`src/rtl/sram_arbiter.sv`:
```
// Shares one 512Kx8 SRAM between video fetches (priority) and CPU accesses.
// Optional stall-cycle counter enabled by SRAM_ARB_CONTEND_CNT_EN.
//   state | meaning
//   IDLE  | no access, arbitrate
//   VRD1  | video address on bus
//   VRD2  | video data sampled, arbitrate
//   CRD1  | CPU read address on bus
//   CRD2  | CPU data sampled, arbitrate
//   CWR1  | CPU write address/data driven
//   CWR2  | write strobe low
//   CWR3  | strobe released, data held, arbitrate
module sram_arbiter #(
    parameter logic [2:0] SCR_PAGE_NORMAL = 3'd5,
    parameter logic [2:0] SCR_PAGE_SHADOW = 3'd7
) (
    input  logic        clk,
    input  logic        rst,
    input  logic [18:0] cpu_addr,
    input  logic        cpu_oe_n,
    input  logic        cpu_we_n,
    input  logic [7:0]  cpu_din,
    output logic [7:0]  cpu_dout,
    output logic        cpu_wait_n,
    input  logic        vrampage,
    input  logic        vid_req,
    input  logic [12:0] vid_ofs,
    output logic [7:0]  vid_data,
    output logic        vid_ack,
    output logic [18:0] sram_addr,
    output logic [7:0]  sram_dq_o,
    output logic        sram_dq_oe,
    input  logic [7:0]  sram_dq_i,
    output logic        sram_we_n
`ifdef SRAM_ARB_CONTEND_CNT_EN
    ,
    input  logic        contend_clr,
    output logic [15:0] contend_cnt
`endif
);

    typedef enum logic [2:0] {IDLE, VRD1, VRD2, CRD1, CRD2, CWR1, CWR2, CWR3} state_t;

    state_t      state_q, state_d;
    logic [18:0] sram_addr_q, sram_addr_d;
    logic [7:0]  sram_dq_o_q, sram_dq_o_d;
    logic        sram_dq_oe_q, sram_dq_oe_d;
    logic        sram_we_n_q, sram_we_n_d;
    logic [7:0]  cpu_dout_q, cpu_dout_d;
    logic [7:0]  vid_data_q, vid_data_d;
    logic        vid_ack_q, vid_ack_d;
    logic        vid_pend_q, vid_pend_d;
    logic [18:0] vid_addr_q, vid_addr_d;
    logic        rd_served_q, rd_served_d;
    logic        wr_served_q, wr_served_d;

    logic [18:0] vid_new, vid_addr_sel;
    logic        rd_req, wr_req, arb_state, vid_go, wr_go, rd_go;

    assign vid_new      = {2'b00, (vrampage ? SCR_PAGE_SHADOW : SCR_PAGE_NORMAL), 1'b0, vid_ofs};
    assign vid_addr_sel = vid_pend_q ? vid_addr_q : vid_new;

    assign rd_req    = !cpu_oe_n && cpu_we_n && !rd_served_q;
    assign wr_req    = !cpu_oe_n && !cpu_we_n && !wr_served_q;
    assign arb_state = (state_q == IDLE) || (state_q == VRD2) ||
                       (state_q == CRD2) || (state_q == CWR3);

    // A request completing in this very slot must not win its own follow-up slot.
    assign vid_go = vid_pend_q || vid_req;
    assign wr_go  = wr_req && (state_q != CWR3);
    assign rd_go  = rd_req && (state_q != CRD2);

    assign cpu_wait_n = !((rd_req || wr_req) &&
                          ((state_q == VRD1) || (state_q == VRD2) || (arb_state && vid_pend_q)));

    always_comb begin
        state_d     = state_q;
        sram_addr_d = sram_addr_q;
        sram_dq_o_d = sram_dq_o_q;
        cpu_dout_d  = cpu_dout_q;
        vid_data_d  = vid_data_q;
        vid_ack_d   = (state_q == VRD2);
        vid_pend_d  = vid_pend_q;
        vid_addr_d  = vid_addr_q;
        rd_served_d = rd_served_q;
        wr_served_d = wr_served_q;

        if (vid_req && !vid_pend_q) begin
            vid_pend_d = 1'b1;
            vid_addr_d = vid_new;
        end
        if (state_q == VRD1)
            vid_pend_d = 1'b0;

        if (cpu_oe_n) begin
            rd_served_d = 1'b0;
            wr_served_d = 1'b0;
        end else begin
            if (state_q == CRD2) rd_served_d = 1'b1;
            if (state_q == CWR3) wr_served_d = 1'b1;
        end

        if (state_q == VRD2) vid_data_d = sram_dq_i;
        if (state_q == CRD2) cpu_dout_d = sram_dq_i;

        case (state_q)
            VRD1:    state_d = VRD2;
            CRD1:    state_d = CRD2;
            CWR1:    state_d = CWR2;
            CWR2:    state_d = CWR3;
            default: begin
                if (vid_go)     state_d = VRD1;
                else if (wr_go) state_d = CWR1;
                else if (rd_go) state_d = CRD1;
                else            state_d = IDLE;
            end
        endcase

        if (state_d == VRD1) sram_addr_d = vid_addr_sel;
        if (state_d == CRD1) sram_addr_d = cpu_addr;
        if (state_d == CWR1) begin
            sram_addr_d = cpu_addr;
            sram_dq_o_d = cpu_din;
        end
        sram_dq_oe_d = (state_d == CWR1) || (state_d == CWR2) || (state_d == CWR3);
        sram_we_n_d  = (state_d != CWR2);
    end

    always_ff @(posedge clk or posedge rst) begin
        if (rst) begin
            state_q      <= IDLE;
            sram_addr_q  <= '0;
            sram_dq_o_q  <= '0;
            sram_dq_oe_q <= 1'b0;
            sram_we_n_q  <= 1'b1;
            cpu_dout_q   <= 8'hFF;
            vid_data_q   <= '0;
            vid_ack_q    <= 1'b0;
            vid_pend_q   <= 1'b0;
            vid_addr_q   <= '0;
            rd_served_q  <= 1'b0;
            wr_served_q  <= 1'b0;
        end else begin
            state_q      <= state_d;
            sram_addr_q  <= sram_addr_d;
            sram_dq_o_q  <= sram_dq_o_d;
            sram_dq_oe_q <= sram_dq_oe_d;
            sram_we_n_q  <= sram_we_n_d;
            cpu_dout_q   <= cpu_dout_d;
            vid_data_q   <= vid_data_d;
            vid_ack_q    <= vid_ack_d;
            vid_pend_q   <= vid_pend_d;
            vid_addr_q   <= vid_addr_d;
            rd_served_q  <= rd_served_d;
            wr_served_q  <= wr_served_d;
        end
    end

    assign sram_addr  = sram_addr_q;
    assign sram_dq_o  = sram_dq_o_q;
    assign sram_dq_oe = sram_dq_oe_q;
    assign sram_we_n  = sram_we_n_q;
    assign cpu_dout   = cpu_dout_q;
    assign vid_data   = vid_data_q;
    assign vid_ack    = vid_ack_q;

`ifdef SRAM_ARB_CONTEND_CNT_EN
    logic [15:0] contend_cnt_q, contend_cnt_d;

    always_comb begin
        contend_cnt_d = contend_cnt_q;
        if (contend_clr)
            contend_cnt_d = '0;
        else if (!cpu_wait_n && (contend_cnt_q != 16'hFFFF))
            contend_cnt_d = contend_cnt_q + 16'd1;
    end

    always_ff @(posedge clk or posedge rst) begin
        if (rst) contend_cnt_q <= '0;
        else     contend_cnt_q <= contend_cnt_d;
    end

    assign contend_cnt = contend_cnt_q;
`endif

endmodule

```
`config.mk`:
```
export PLATFORM = sky130hd
export DESIGN_NAME = sram_arbiter
export DESIGN_NICKNAME = d
export VERILOG_FILES = /design/src/rtl/sram_arbiter.sv
export SDC_FILE = /design/constraint.sdc
export NUM_CORES = 1
export LEC_CHECK = 0
export CAP_MARGIN = 40
export CORE_UTILIZATION = 49
export DETAILED_ROUTE_END_ITERATION = 16
export PLACE_DENSITY = 0.9
export SKIP_LAST_GASP = 1
export SLEW_MARGIN = 20
export SYNTH_ARGS = -nofsm -noshare
export SYNTH_HDL_FRONTEND = slang
export SYNTH_SLANG_ARGS = --single-unit
export TNS_END_PERCENT = 100
```
`constraint.sdc`:
```
create_clock -name clk -period 4.2 [get_ports clk]
set_input_delay 0.42 -clock clk [delete_from_list [all_inputs] [get_ports clk]]
set_output_delay 0.42 -clock clk [all_outputs]
set_load 0.01 [all_outputs]
```
---- Yosys cells after proc, flatten, opt, wreduce, memory -nomap -nowiden ----
Index checks and enable logic that the tools add are counted.
word-level totals
  bits in registers ....................... 68
  input port bits ......................... 54
  output and inout bits ................... 47
  word-level logic and storage cells ...... 71
cells by class
  equal/unequal tests ..................... 15
  multiplexer cells ....................... 15
  reduce and logical (&&, ||, !) cells .... 29
operators by type and width
  operator                                                               count
  19-bit two-way mux                                                     3
  3-bit equality test, second input constant                             7
  17-bit two-way mux                                                     1
  3-bit one-hot mux with 4 select lines                                  1
  3-bit by 2-bit equality test with 1-bit output, second input constant  3
  1-bit logical AND                                                      9
  1-bit logical OR                                                       9
  3-bit != test, second input constant                                   3
  3-bit by 1-bit equality test with 1-bit output, second input constant  2
  1-bit logical NOT                                                      6
  1-bit two-way mux                                                      6
  3-bit two-way mux                                                      2
  2-bit nonzero test                                                     3
  2-bit two-way mux                                                      2
  3-bit logical NOT                                                      1
  3-bit nonzero test                                                     1

---- Logic depth before layout (Yosys ltp) ----
  depth in word-level cells ............... 12
  gate-level depth with buffers ........... 8
  mapped depth without buffers ............ 5

---- Least setup slack after synthesis ----
No wires, ideal clock.
  kind .................................... register to register
  start point ............................. register vid_pend_q
  end point ............................... register sram_addr_q[4] (netlist: sram_addr[4])
  setup time .............................. 0.124 ns
  arrival time ............................ 1.542 ns
  data required time ...................... 4.076 ns
  setup slack ............................. 2.534 ns
  stages on the path, launching flop included .. 9
  path buffers ............................ 3
  clock period less this slack ............ 1.666 ns
  cells stage by stage .................... dfrtp_1 buf_6 nor2_4 buf_6 a221oi_2 o22ai_4 buf_8 mux2i_1 o21ai_1
on the way
  cells in the longest elaborated chain, start to end .. 6
  elaborated cells on any way between the ends .. 11
  those cells by class .................... eq/ne: 3; mux: 6; reduce/logical: 2
RTL lines
  item                                            RTL line  text
  from (decl)                                     51        logic vid_pend_q, vid_pend_d;
  from (signal assigned)                          151       vid_pend_q <= vid_pend_d;
  1-bit logical OR                                68        assign vid_go = vid_pend_q || vid_req;
  3-bit two-way mux                               111       if (vid_go) state_d = VRD1;
  3-bit one-hot mux with 4 select lines           105       case (state_q)
  3-bit by 2-bit equality test with 1-bit output  119       if (state_d == CRD1) sram_addr_d = cpu_addr;
  19-bit two-way mux                              119
  19-bit two-way mux                              120       if (state_d == CWR1) begin
  to (signal assigned)                            144       sram_addr_q <= sram_addr_d;
  to (decl)                                       44        logic [18:0] sram_addr_q, sram_addr_d;
Several ways; a longest one is shown, not always the timed one. The select of a mux whose other input is x is not followed.
A chain may end at the register's enable or synchronous reset.

---- Worst setup path after layout ----
  start point ............................. register state_q[0]
  end point ............................... output cpu_wait_n
on the way
  cells in the longest elaborated chain, start to end .. 8
  elaborated cells on any way between the ends .. 13
  those cells by class .................... eq/ne: 4; reduce/logical: 9
RTL lines
  item                                                                                 RTL line  text
  from (decl)                                                                          43        state_t state_q, state_d;
  from (signal assigned)                                                               143       state_q <= state_d;
  3-bit by 2-bit equality test with 1-bit output or 3-bit logical NOT (tied branches)  64, 73
  1-bit logical OR (2 in series)                                                       64        assign arb_state = (state_q == IDLE) || (state_q == VRD2) ||
  1-bit logical OR                                                                     65        (state_q == CRD2) || (state_q == CWR3);
  1-bit logical AND                                                                    73        ((state_q == VRD1) || (state_q == VRD2) || (arb_state && vid_pend_q)));
  1-bit logical OR (*)                                                                 73
  1-bit logical AND (*)                                                                72        assign cpu_wait_n = !((rd_req || wr_req) &&
  1-bit logical NOT (*)                                                                72
  to (decl)                                                                            23        output logic cpu_wait_n,
Mark *: on every way between the ends. The rest lies on a longest branch, timed or not.

==> flow_summary.yaml <==
logic_synthesis:
  yosys.cell_count.top_type: "dfrtp_1"
  synth_nets: 291
  synth-async-reset-ratio: 1.00
  yosys_warnings: 0
  yosys-top-cells-area: "dfrtp_1, mux2_2, dfstp_2, mux2i_1, o21ai_1"
  ys_top_cells_by_count: "dfrtp_1, mux2_2, nand2_1"
  synth_edf_count: 0
  syn_inst: 237
  synthFlopType: "dfrtp_1"
  synth.top_cell.area_share: 0.474
  yosys.area.top_type: "dfrtp_1"
  yosysSeqAreaShare: 0.551
  synth.cell_area_mm2: 0.00306
  ys_types: 44
  ys_seq_elements: 67
  postSynthAreaPerCell_um2: 12.9
grt:
  grt_pass1_vias: 2376
  antenna_found_initial: 0
  grt_overflow: 0
  globalRouteTotalUtil: 0.228
  grt_pass1_wl_mm: 11.0
  grt_start_max_net_pins: 30
die:
  die_h_um: 81.1
  ios: 101
  coreArea_mm2: 0.00599
  rows: 28
  die_x_um: 81.1
  start_util: 0.511
  dieArea_mm2: 0.00657
clock_network:
  postCtsHoldBufs: 0
  cts_root_buf: "clkbuf_8"
  clk_latency_ns: 0.33
  cts.htree.levels: 3
  clock_path_buffers: 2
  cts_setup_buffers: 0
  cts_tree: "yes"
  cts-resized-gates: 0
  path_clk_slew_ns: 0.07
  numClockSinks: 67
  cts_buffers: 9
critical_path:
  crit_fanout: 15
  startpoint_type: "flop"
  crit_buf_inv: 1
  crit_chain: "nand3_1 > o21ai_0 > nand2_1 > a21o_1 > clkdlybuf4s50_1"
  regToRegSetupSlack_ns: 1.81
  endpoint_kind: "primary output"
  critPathRequiredTime_ns: 3.78
  worst_r2r_startpoint: "vid_pend_q"
  r2r-end: "sram_addr[10]"
  critical_path_class: "flop to primary output"
  critPathArrivalTime_ns: 2.20
  critPathMaxStageDelay_ns: 0.76
  critical-path-top-delay-family: "flip-flops"
  crit_cells: 5
  cp_slowest_cell: "dfrtp_1"
  r2r_cells: 7
place:
  port_buffers: 100
  placed_cell_area_mm2: 0.00412
  gp_congestion: 0.863
  pre_cts_ws_ns: 1.55
  dp.cells: 403
  dp_hpwl_mm: 4.84
sta:
  setup_viol: 0
  setup_tns_ns: 0
  final.setup.worst_slack_ns: 1.58
  worst_pin_slew_ns: 0.805
  hold_violations: 0
  drv_slew: 0
  hold-worst-slack_ns: 0.357
  min_period_ns: 2.62
  maxSlewHeadroom: 0.462
  rsz0062_at_grt: "false"
  timing.final.crit_share: 0.625
  fmax_mhz: 381
  clock_skew_ns: 0.00414
job:
  drv_cap: 0
outcome:
  status: "finished, final reports clean"
cells_and_area:
  fin_cells: 420
  drive_gt1_frac: 0.270
  area_delta_synth_final_pct: 41.3
  final_util: 0.722
  multi_input_area_mm2: 0.00128
  diodes: 0
  num-nets-final: 394
  final_area_mm2: 0.00433
  seq_area_mm2: 0.00169
  fillers: 424
routing:
  drc: 0
  dr.pass1.iters: 4
  routed_wl_mm: 6.76
  drt_iter0_drc: 99
  vias_per_cell: 5.33
  num_vias: 2239
  drt-wirelength-per-cell_um: 16.1
  antenna_left: 0
pwr:
  switching_share: 0.339
  p_per_area_mw_per_mm2: 746
  peakVddDrop_mv: 0.438
  pwr-share-comb: 0.474
  seqPwrFrac: 0.368
  leakagePower_nw: 1.84
  p_sw_mw: 1.09
  fin_total_pwr_mw: 3.23
  pwr-share-clk: 0.157
  internal_power_mw: 2.13
hold_path:
  worstHoldPathType: "input pin to async pin"
[final cells by class]
type | instances | share of cell area
Tap cell | 75 | 0.0217
Clock buffer | 15 | 0.0431
Sequential cell | 67 | 0.390
Inverter | 5 | 0.00434
Multi-Input combinational cell | 153 | 0.297
Timing Repair Buffer | 104 | 0.243
Clock inverter | 1 | 0.00116
[how the worst max path moves through the flow]
| stage | startpoint | endpoint | slack [ns] |
|---|---|---|---|
| 2_1_floorplan | rst | rd_served_q | 2.11 |
| 5_1_grt | state_q[0] | cpu_wait_n | 1.40 |
| 4_1_cts | state_q[0] | cpu_wait_n | 1.54 |
| 3_3_place_gp | vid_req | sram_addr[16] | 1.62 |
| 6_report | state_q[0] | cpu_wait_n | 1.58 |
| 3_5_place_dp | vid_req | sram_addr[8] | 1.55 |
[cell usage in the layout, fill, tap and decap left out, types with 2 or more instances in the layout]
| cell | Yosys | final |
|---|---|---|
| clkdlybuf4s50_1 | 0 | 100 |
| dfrtp_1 | 58 | 58 |
| mux2_2 | 51 | 51 |
| nand2_1 | 20 | 20 |
| o21ai_1 | 16 | 16 |
| mux2i_1 | 14 | 14 |
| clkbuf_8 | 0 | 13 |
| dfstp_2 | 9 | 9 |
| a21oi_1 | 7 | 7 |
| nor2_1 | 7 | 7 |
| inv_1 | 4 | 3 |
| nor3_2 | 3 | 3 |
| a32o_1 | 3 | 3 |
| nand2b_1 | 3 | 3 |
| a21o_1 | 3 | 3 |
| inv_2 | 1 | 2 |
| nand3_1 | 2 | 2 |
| nor2b_1 | 2 | 2 |
| clkbuf_1 | 1 | 2 |
| buf_4 | 1 | 2 |
[worst reg2reg max path, cell delays in order, from the launching register on]
cell and delay, ns:
dfrtp_1 0.47, buf_8 0.20, nor2_4 0.28, a21oi_1 0.17, o311ai_4 0.69, buf_4 0.33, nand2_1 0.08, o21ai_1 0.08
[per-layer routing]
| layer | vias up | GRT usage | routed length, um |
|---|---|---|---|
| met5 | - | 0 | 0 |
| met4 | 0 | 0.0804 | 77 |
| met3 | 10 | 0.101 | 656 |
| met2 | 93 | 0.368 | 3120 |
| met1 | 1085 | 0.269 | 2900 |
| li1 | 1051 | - | - |
[cells by family after synthesis]
| logic type | synth area share |
|---|---|
| AO/OA/AOI/OAI | 0.0940 |
| multiplexers | 0.237 |
| flip-flops | 0.551 |
| AND/OR/NAND/NOR | 0.0821 |
| XOR/XNOR | 0.00286 |
| buffers and inverters | 0.0331 |
[power groups by stage]
stage	Clock (mW)	Combinational (mW)	Sequential (mW)
2_1_floorplan	0	0.863	1.23
3_3_place_gp	0	1.45	1.20
3_5_place_dp	0	1.50	1.22
4_1_cts	0.518	1.51	1.21
5_1_grt	0.544	1.66	1.23
6_report	0.507	1.53	1.19
[registers in the layout (all words and copies together) (netlist names)]
signal / count
rd_served_q: 1
wr_served_q: 1
sram_dq_oe: 1
cpu_dout: 8
state_q: 3
vid_data: 8
sram_we_n: 1
sram_addr: 19
sram_dq_o: 8
vid_pend_q: 1
vid_ack: 1
vid_addr_q: 15
Power figures use the tool's default switching activity.
